File: config.mk
export PLATFORM = sky130hd
export DESIGN_NAME = deserializer_sipo_align_flat
export DESIGN_NICKNAME = d
export VERILOG_FILES = /design/src/rtl/deserializer_sipo_align_pkg.sv /design/src/rtl/deserializer_sipo_align_if.sv /design/src/rtl/deserializer_sipo_align_sipo_shreg.sv /design/src/rtl/deserializer_sipo_align.sv /design/src/flat_wrapper.sv
export SDC_FILE = /design/constraint.sdc
export NUM_CORES = 1
export LEC_CHECK = 0
export ABC_CLOCK_PERIOD_IN_PS = 2100
export CORE_UTILIZATION = 45
export DETAILED_ROUTE_END_ITERATION = 16
export HOLD_SLACK_MARGIN = 0.15
export MAX_ROUTING_LAYER = met4
export PLACE_DENSITY = 0.81
export SYNTH_ARGS = -nofsm -noshare
export SYNTH_HDL_FRONTEND = slang
export SYNTH_HIERARCHICAL = 1
export SYNTH_SLANG_ARGS = --single-unit
File: constraint.sdc
create_clock -name clk -period 2.1 [get_ports clk]
set_input_delay 0.63 -clock clk [delete_from_list [all_inputs] [get_ports clk]]
set_output_delay 0.63 -clock clk [all_outputs]
set_load 0.02 [all_outputs]
File: src/rtl/deserializer_sipo_align_pkg.sv
// -----------------------------------------------------------------------------
// deserializer_sipo_align_pkg
// Shared definitions for the receive-side SIPO deserializer: receiver state
// encoding, default word width and the sync pattern, which must match the one
// the TX-side sync inserter puts on the line.
// -----------------------------------------------------------------------------
package deserializer_sipo_align_pkg;

    localparam int         DEFAULT_DATA_WIDTH = 8;
    localparam logic [7:0] DEFAULT_SYNC_WORD  = 8'hBC;

    typedef enum logic [0:0] {
        RX_HUNT   = 1'b0,
        RX_LOCKED = 1'b1
    } rx_state_t;

endpackage

File: src/rtl/deserializer_sipo_align_if.sv
// -----------------------------------------------------------------------------
// deserializer_sipo_align_if
// Bundles the serial input stream and the parallel valid/ready output side of
// the deserializer.
//   srl_in, srl_valid  : serial bit and its qualifier (toward the deserializer)
//   data_out           : aligned word, first received bit at [0]
//   data_valid         : data_out holds an unconsumed word
//   data_ready         : consumer accepts data_out while data_valid is high
//   locked             : word alignment acquired
//   overflow           : one-cycle pulse when a completed word was dropped
// Modports: master = line/consumer side, slave = deserializer.
// -----------------------------------------------------------------------------
interface deserializer_sipo_align_if
    import deserializer_sipo_align_pkg::*;
#(
    parameter int DATA_WIDTH = DEFAULT_DATA_WIDTH
);
    logic                  srl_in;
    logic                  srl_valid;
    logic [DATA_WIDTH-1:0] data_out;
    logic                  data_valid;
    logic                  data_ready;
    logic                  locked;
    logic                  overflow;

    modport master (
        output srl_in, srl_valid, data_ready,
        input  data_out, data_valid, locked, overflow
    );

    modport slave (
        input  srl_in, srl_valid, data_ready,
        output data_out, data_valid, locked, overflow
    );

endinterface

File: src/rtl/deserializer_sipo_align_sipo_shreg.sv
// -----------------------------------------------------------------------------
// sipo_shreg
// WIDTH-bit serial-in shift register, LSB-first: each enabled bit enters at the
// MSB and older bits move toward [0], so after WIDTH bits the first bit
// received sits at [0] (mirror image of the TX PISO).
//   clk, rst   : clock, asynchronous active-high reset
//   en_i       : shift enable (new serial bit this cycle)
//   bit_i      : serial bit
//   par_nxt_o  : value the register takes at the coming edge; the framing
//                logic needs it to see a word on the same edge its last bit
//                arrives
// -----------------------------------------------------------------------------
module sipo_shreg #(
    parameter int WIDTH = 8
) (
    input  logic             clk,
    input  logic             rst,
    input  logic             en_i,
    input  logic             bit_i,
    output logic [WIDTH-1:0] par_nxt_o
);

    logic [WIDTH-1:0] shreg_q;
    logic [WIDTH-1:0] shreg_d;

    // NOTE: assign a default to every always_comb output before any branch;
    // a path that leaves it unassigned infers a latch.
    always_comb begin
        shreg_d = shreg_q;
        if (en_i) begin
            shreg_d = {bit_i, shreg_q[WIDTH-1:1]};
        end
    end

    // NOTE: state registers use non-blocking (<=) assignments so every flop
    // samples pre-edge values regardless of block evaluation order.
    always_ff @(posedge clk or posedge rst) begin
        if (rst) begin
            shreg_q <= '0;
        end else begin
            shreg_q <= shreg_d;
        end
    end

    assign par_nxt_o = shreg_d;

endmodule

File: src/rtl/deserializer_sipo_align.sv
// -----------------------------------------------------------------------------
// deserializer_sipo_align
// Serial-in, parallel-out receiver with sync-word alignment. In HUNT it tests
// every new bit position against SYNC_WORD; once found it frames DATA_WIDTH-bit
// words at fixed boundaries, swallows further sync words, forwards everything
// else through a one-word valid/ready holding register, and falls back to HUNT
// after LOCK_TIMEOUT consecutive non-sync words.
//   clk    : clock, all state on the rising edge
//   rst    : asynchronous active-high reset
//   rx_if  : slave modport (srl_in/srl_valid in; data_out/data_valid/
//            data_ready/locked/overflow)
// -----------------------------------------------------------------------------
module deserializer_sipo_align
    import deserializer_sipo_align_pkg::*;
#(
    parameter int                    DATA_WIDTH   = DEFAULT_DATA_WIDTH,
    parameter logic [DATA_WIDTH-1:0] SYNC_WORD    = DATA_WIDTH'(DEFAULT_SYNC_WORD),
    parameter int                    LOCK_TIMEOUT = 16
) (
    input  logic                      clk,
    input  logic                      rst,
    deserializer_sipo_align_if.slave  rx_if
);

    localparam int BW = $clog2(DATA_WIDTH);
    localparam int TW = $clog2(LOCK_TIMEOUT + 1);

    localparam logic [0:0]    HUNT     = RX_HUNT;
    localparam logic [0:0]    LOCKED   = RX_LOCKED;
    localparam logic [BW-1:0] LAST_BIT = BW'(DATA_WIDTH - 1);
    localparam logic [TW-1:0] TO_LAST  = TW'(LOCK_TIMEOUT - 1);
    localparam logic [TW-1:0] TO_MAX   = TW'(LOCK_TIMEOUT);

    logic [DATA_WIDTH-1:0] shreg_nxt;

    logic [0:0]            state_q,   state_d;
    logic [BW-1:0]         bit_cnt_q, bit_cnt_d;
    logic [TW-1:0]         to_cnt_q,  to_cnt_d;
    logic [DATA_WIDTH-1:0] data_q,    data_d;
    logic                  valid_q,   valid_d;
    logic                  ovf_q,     ovf_d;

    logic                  word_fwd;
    logic                  accept;

    sipo_shreg #(
        .WIDTH (DATA_WIDTH)
    ) u_shreg (
        .clk       (clk),
        .rst       (rst),
        .en_i      (rx_if.srl_valid),
        .bit_i     (rx_if.srl_in),
        .par_nxt_o (shreg_nxt)
    );

    assign accept = valid_q & rx_if.data_ready;

    always_comb begin
        state_d   = state_q;
        bit_cnt_d = bit_cnt_q;
        to_cnt_d  = to_cnt_q;
        data_d    = data_q;
        valid_d   = valid_q;
        ovf_d     = 1'b0;
        word_fwd  = 1'b0;

        // Framing only advances on qualified bits; idle cycles freeze it.
        if (rx_if.srl_valid) begin
            if (state_q == HUNT) begin
                if (shreg_nxt == SYNC_WORD) begin
                    state_d   = LOCKED;
                    bit_cnt_d = '0;
                    to_cnt_d  = '0;
                end
            end else begin
                if (bit_cnt_q == LAST_BIT) begin
                    bit_cnt_d = '0;
                    if (shreg_nxt == SYNC_WORD) begin
                        to_cnt_d = '0;
                    end else begin
                        word_fwd = 1'b1;
                        if (to_cnt_q != TO_MAX) begin
                            to_cnt_d = to_cnt_q + 1'b1;
                        end
                        // This word makes LOCK_TIMEOUT in a row: still
                        // forwarded, but alignment is considered lost.
                        if (to_cnt_q >= TO_LAST) begin
                            state_d = HUNT;
                        end
                    end
                end else begin
                    bit_cnt_d = bit_cnt_q + 1'b1;
                end
            end
        end

        // Holding register: a word entering the same cycle the old one leaves
        // keeps data_valid high; with no room the new word is dropped.
        if (word_fwd) begin
            if (!valid_q || accept) begin
                data_d  = shreg_nxt;
                valid_d = 1'b1;
            end else begin
                ovf_d = 1'b1;
            end
        end else if (accept) begin
            valid_d = 1'b0;
        end
    end

    always_ff @(posedge clk or posedge rst) begin
        if (rst) begin
            state_q   <= HUNT;
            bit_cnt_q <= '0;
            to_cnt_q  <= '0;
            data_q    <= '0;
            valid_q   <= 1'b0;
            ovf_q     <= 1'b0;
        end else begin
            state_q   <= state_d;
            bit_cnt_q <= bit_cnt_d;
            to_cnt_q  <= to_cnt_d;
            data_q    <= data_d;
            valid_q   <= valid_d;
            ovf_q     <= ovf_d;
        end
    end

    assign rx_if.data_out   = data_q;
    assign rx_if.data_valid = valid_q;
    assign rx_if.locked     = (state_q == LOCKED);
    assign rx_if.overflow   = ovf_q;

endmodule

File: src/flat_wrapper.sv
// flat-port wrapper written by rule: the top's interface ports become plain ports
module deserializer_sipo_align_flat import deserializer_sipo_align_pkg::*;
#(
    parameter int                    DATA_WIDTH   = DEFAULT_DATA_WIDTH,
    parameter logic [DATA_WIDTH-1:0] SYNC_WORD    = DATA_WIDTH'(DEFAULT_SYNC_WORD),
    parameter int                    LOCK_TIMEOUT = 16
)
  (clk, rst, rx_if_srl_in, rx_if_srl_valid, rx_if_data_ready, rx_if_data_out, rx_if_data_valid, rx_if_locked, rx_if_overflow);
  deserializer_sipo_align_if #(.DATA_WIDTH(DATA_WIDTH)) rx_if_i ();
  input  logic clk;
  input  logic rst;
  input wire logic [$bits(rx_if_i.srl_in)-1:0] rx_if_srl_in;
  input wire logic [$bits(rx_if_i.srl_valid)-1:0] rx_if_srl_valid;
  input wire logic [$bits(rx_if_i.data_ready)-1:0] rx_if_data_ready;
  output wire logic [$bits(rx_if_i.data_out)-1:0] rx_if_data_out;
  output wire logic [$bits(rx_if_i.data_valid)-1:0] rx_if_data_valid;
  output wire logic [$bits(rx_if_i.locked)-1:0] rx_if_locked;
  output wire logic [$bits(rx_if_i.overflow)-1:0] rx_if_overflow;
  assign rx_if_i.srl_in = rx_if_srl_in;
  assign rx_if_i.srl_valid = rx_if_srl_valid;
  assign rx_if_i.data_ready = rx_if_data_ready;
  assign rx_if_data_out = rx_if_i.data_out;
  assign rx_if_data_valid = rx_if_i.data_valid;
  assign rx_if_locked = rx_if_i.locked;
  assign rx_if_overflow = rx_if_i.overflow;
  deserializer_sipo_align #(.DATA_WIDTH(DATA_WIDTH), .SYNC_WORD(SYNC_WORD), .LOCK_TIMEOUT(LOCK_TIMEOUT)) u_core (.clk(clk), .rst(rst), .rx_if(rx_if_i));
endmodule
== Word level (Yosys, flattened, before mapping) ==
Index checks and enable logic that the tools add are counted.
Word-level totals
  bits in registers: 27
  latch bits: 0
  RAM bits: 0
  word-level logic and storage cells: 48
  bits in read-only memories: 0
  input port bits: 5
  memories: 0
  output and inout port bits: 11
Cells by class
  multipliers: 0
  shift-type cells: 0
  reductions and logical operators: 9
  mux-type cells: 23
  order comparisons: 1
  bitwise gates (word level): 1
  div/mod/pow operators: 0
  add/sub/neg operators: 2
  equal/unequal tests: 5
Operators with widths (number)
  5-bit 2-to-1 mux: 5
  1-bit 2-to-1 mux: 14
  3-bit 2-to-1 mux: 3
  8-bit == test, second input constant: 1
  8-bit 2-to-1 mux: 1
  2-bit AND reduction: 3
  2-bit nonzero test: 3
  5-bit by 1-bit adder with 5-bit output, second input constant: 1
  5-bit by 4-bit >= comparator with 1-bit output, second input constant: 1
  5-bit != test, second input constant: 1
  2-bit != test, second input constant: 2
  4-bit AND reduction: 1
  3-bit by 1-bit adder with 3-bit output, second input constant: 1
  3-bit == test, second input constant: 1
  1-bit AND: 1
  1-bit zero test: 1
  1-bit logical OR: 1

== Depth between registers and ports, before layout ==
  depth in word-level cells: 8
  mapped depth: 7
  gate-level depth less buffers: 6

== Modules after synthesis ==
Netlist, hierarchy kept.
By module, submodules not included
  deserializer_sipo_align: seq. area each 475.5 um^2, area an instance 937.1 um^2, times used 1, cells each 85
  sipo_shreg: seq. area each 200.2 um^2, area an instance 335.3 um^2, times used 1, cells each 18

== Least setup slack after synthesis ==
Ideal clock, no wire load.
  kind: input to register
  start point: input rx_if_srl_valid
  end point: register u_core.data_q[0] (netlist: u_core/rx_if.data_out[0])
  path buffers: 2
  setup slack: -0.281 ns
  stages on the path: 7
  data required time: 1.975 ns
  arrival: 2.256 ns
  library setup time: 0.125 ns
  path through: buf_6 mux2_4 nand4b_1 or4_1 buf_2 nand4_4 mux2_2
Between the ends
  longest elaborated chain between the ends: 7
Ends and longest elaborated chain
  start, declared: RTL line flat_wrapper.sv:13  | input wire logic [$bits(rx_if_i.srl_valid)-1:0] rx_if_srl_valid;
  8-bit 2-to-1 mux: RTL line deserializer_sipo_align_sipo_shreg.sv:30  | if (en_i) begin
  via u_core.shreg_nxt[6]: RTL line deserializer_sipo_align.sv:34  | logic [DATA_WIDTH-1:0] shreg_nxt;
  8-bit == test: RTL line deserializer_sipo_align.sv:78  | if (shreg_nxt == SYNC_WORD) begin
  1-bit 2-to-1 mux: RTL line deserializer_sipo_align.sv:78
  1-bit 2-to-1 mux: RTL line deserializer_sipo_align.sv:76  | if (bit_cnt_q == LAST_BIT) begin
  1-bit 2-to-1 mux: RTL line deserializer_sipo_align.sv:69  | if (state_q == HUNT) begin
  1-bit 2-to-1 mux: RTL line deserializer_sipo_align.sv:68  | if (rx_if.srl_valid) begin
  2-bit AND reduction (no line)
  end signal, assigned: RTL line deserializer_sipo_align.sv:123  | data_q <= data_d;
  end, declared: RTL line deserializer_sipo_align.sv:39  | logic [DATA_WIDTH-1:0] data_q, data_d;
The timed path passes the listed nets, and every way through them passes these cells.
A chain may end at the register's enable or synchronous reset.

== Final worst setup path ==
  start point: input rx_if_srl_valid
  end point: register u_core.data_q[3] (netlist: u_core/rx_if.data_out[3])
The elaborated chain is that of the path after synthesis.

==> flow_metrics.env <==
export IMPL_status="finished, final reports clean"
export IMPL_fin_crit_sh=0.992
export IMPL_crit_arrival_ns=2.30
export IMPL_ys_ff_latch=27
export IMPL_maxCapViolCount=0
export IMPL_cts_tree="yes"
export IMPL_gr_usage_all_layers=0.212
export IMPL_cp_start_kind="input port"
export IMPL_finalSetupViolations=0
export IMPL_max_freq_ghz=0.480
export IMPL_synth_area_mm2=0.00127
export IMPL_antenna_cells=0
export IMPL_finalNonFillerCells=167
export IMPL_cts_sinks=27
export IMPL_finalWirelength_um=2700
export IMPL_place_inst=159
export IMPL_io_pins=16
export IMPL_initial_core_util=0.496
export IMPL_avgSynthCellArea_um2=12.4
export IMPL_root_buffer="clkbuf_4"
export IMPL_p_per_area_mw_per_mm2=1220
export IMPL_grt_pass1_vias=922
export IMPL_areaGrowthSynthToFinish_pct=30.4
export IMPL_grt_pass1_wl_um=4300
export IMPL_die_y_um=55.2
export IMPL_cts_buffers=3
export IMPL_yosysSeqAreaShare=0.531
export IMPL_core_area_mm2=0.00257
export IMPL_hold_viol_final=0
export IMPL_wl_per_cell_um=16.2
export IMPL_cts_clk_slew_worst_paths_ns=0.13
export IMPL_slew_headroom=0.660
export IMPL_grt_max_degree=20
export IMPL_io_buffer_count=15
export IMPL_leakagePower_nw=0.801
export IMPL_worstPathRequired_ns=2.32
export IMPL_gp_congestion=0.834
export IMPL_final_antenna_net_count=0
export IMPL_layout_nets=148
export IMPL_crit_type="input port to flip-flop"
export IMPL_die_area_mm2=0.00304
export IMPL_worstSkewPairLatency_ns=0.33
export IMPL_fp_dieW_um=55.2
export IMPL_layout_cells_most_common="dfrtp_1"
export IMPL_num_vias=950
export IMPL_cp_end_kind="flip-flop"
export IMPL_ys_types=28
export IMPL_antenna_found_initial=0
export IMPL_drtIter0Drc=28
export IMPL_min_path_type="flip-flop to flip-flop"
export IMPL_hold_ws_ns=0.525
export IMPL_ctsLongestPathBuffers=2
export IMPL_avgViaCountPerCell=5.69
export IMPL_crit_fanout=8
export IMPL_post_route_min_period_ns=2.08
export IMPL_netlist_instances=103
export IMPL_synth_nets=113
export IMPL_ir_drop_uv=728
export IMPL_finalMaxSlewViolations=0
export IMPL_overflow=0
export IMPL_post_dp_hpwl_um=1890
export IMPL_cts_max_level=1
export IMPL_final_cell_mix="dfrtp_1 (27), buf_4 (18), mux2_4 (16), clkdlybuf4s50_1 (12), inv_1 (9)"
export IMPL_drive_gt1_frac=0.307
export IMPL_firstDrtPassIters=4
export IMPL_skew_ns=0.0103
export IMPL_num_rows=18
export IMPL_drc=0
export IMPL_tightest_slew_ns=0.503
export IMPL_fill_cells=203
export IMPL_yosysWarnings=6
[registers in the layout, indices dropped and copies added, names as in the netlist]
| name | cells |
|---|---|
| u_core/rx_if.overflow | 1 |
| u_core/u_shreg/shreg_q | 8 |
| u_core/rx_if.locked | 1 |
| u_core/to_cnt_q | 5 |
| u_core/bit_cnt_q | 3 |
| u_core/rx_if.data_valid | 1 |
| u_core/rx_if.data_out | 8 |
[worst max-delay path, cell delays in order]
cell and delay, ns:
buf_12 0.11, buf_4 0.14, mux2_4 0.30, or4_4 0.57, nand4_4 0.23, mux2_4 0.33
[cell type report]
class / count / area (µm²) / area share
clock buffers: 4 / 26.3 / 0.0158
well taps: 30 / 37.5 / 0.0226
multi-input cells: 63 / 578 / 0.348
flip-flops and latches: 27 / 676 / 0.407
inverters: 9 / 33.8 / 0.0204
repair buffers: 34 / 308 / 0.186
[stage by stage]
step | setup slack (ns) | area [µm²] | power (mW) | setup TNS (ns) | utilization
floorplan | -0.270 | 1290 | 1.35 | -2.50 | -
global placement | -0.791 | 1550 | 1.68 | -12.85 | 0.603
detailed placement | -0.904 | 1550 | 1.72 | -14.46 | 0.603
CTS | -0.0158 | 1650 | 2.02 | -0.0677 | 0.643
global route | -0.00569 | 1660 | 2.16 | -0.00840 | 0.646
finish | 0.0167 | 1660 | 2.02 | 0 | 0.646
[path summary, 6_finish.rpt]
check	from	to	slack, ns	cells after the start
setup reg to reg	u_core/u_shreg/shreg_q[6]$_DFF_PP0_	u_core/rx_if.data_out[3]$_DFFE_PP0P_	0.05	5
hold reg to reg	u_core/rx_if.data_out[7]$_DFFE_PP0P_	u_core/rx_if.data_out[7]$_DFFE_PP0P_	0.52	1
min in group asynchronous	rst	u_core/u_shreg/shreg_q[1]$_DFF_PP0_	0.57	2
hold / removal	u_core/rx_if.data_out[7]$_DFFE_PP0P_	u_core/rx_if.data_out[7]$_DFFE_PP0P_	0.52	1
max in group asynchronous	rst	u_core/rx_if.data_out[4]$_DFFE_PP0P_	1.24	3
setup / recovery	rx_if_srl_valid	u_core/rx_if.data_out[3]$_DFFE_PP0P_	0.02	6
[metal layers]
layer,vias to the layer above,track usage,share of wire
met5,-,-,0
met1,473,0.261,0.43
met2,40,0.355,0.51
met4,0,0.0417,0.0092
met3,6,0.0519,0.050
li1,431,-,-
[cells in the mapped netlist, drive strengths merged]
| master | number | area (µm²) |
|---|---|---|
| a21oi | 3 | 15.0 |
| a22o | 4 | 35.0 |
| and2 | 1 | 6.26 |
| and3 | 1 | 6.26 |
| buf | 3 | 21.3 |
| clkbuf | 1 | 3.75 |
| dfrtp | 27 | 676 |
| ha | 5 | 62.6 |
| inv | 9 | 33.8 |
| mux2 | 16 | 210 |
| nand2 | 7 | 26.3 |
| nand2b | 1 | 6.26 |
| nand3 | 1 | 5.00 |
| nand4 | 3 | 33.8 |
| nand4b | 1 | 8.76 |
| nor2 | 4 | 15.0 |
| nor3 | 1 | 5.00 |
| nor4 | 1 | 6.26 |
| nor4bb | 1 | 10.0 |
| o21ai | 5 | 25.0 |
| o21bai | 1 | 7.51 |
| o22ai | 1 | 6.26 |
| o2bb2ai | 3 | 26.3 |
| or3 | 1 | 6.26 |
| or4 | 2 | 15.0 |
[power by group]
group	internal (mW)	switching, mW
Sequential	0.714	0.154
Clock	0.0744	0.148
Combinational	0.523	0.403
Total	1.31	0.705
[cell families after synthesis]
| group | Yosys count | share of synthesized area |
|---|---|---|
| compound gates | 17 | 0.0905 |
| fa+ha+maj | 5 | 0.0492 |
| buf+inv | 13 | 0.0462 |
| flops | 27 | 0.531 |
| mux | 16 | 0.165 |
| simple gates | 25 | 0.118 |
[what timing repair did]
action,4_1_cts,5_1_grt
resized for setup,20,2
endpoints found under the hold margin,0,0
endpoints found under the setup margin,19,17
pin swaps,1,1
hold buffers,0,0
setup buffers,4,0
Power figures use the tool's default switching activity.
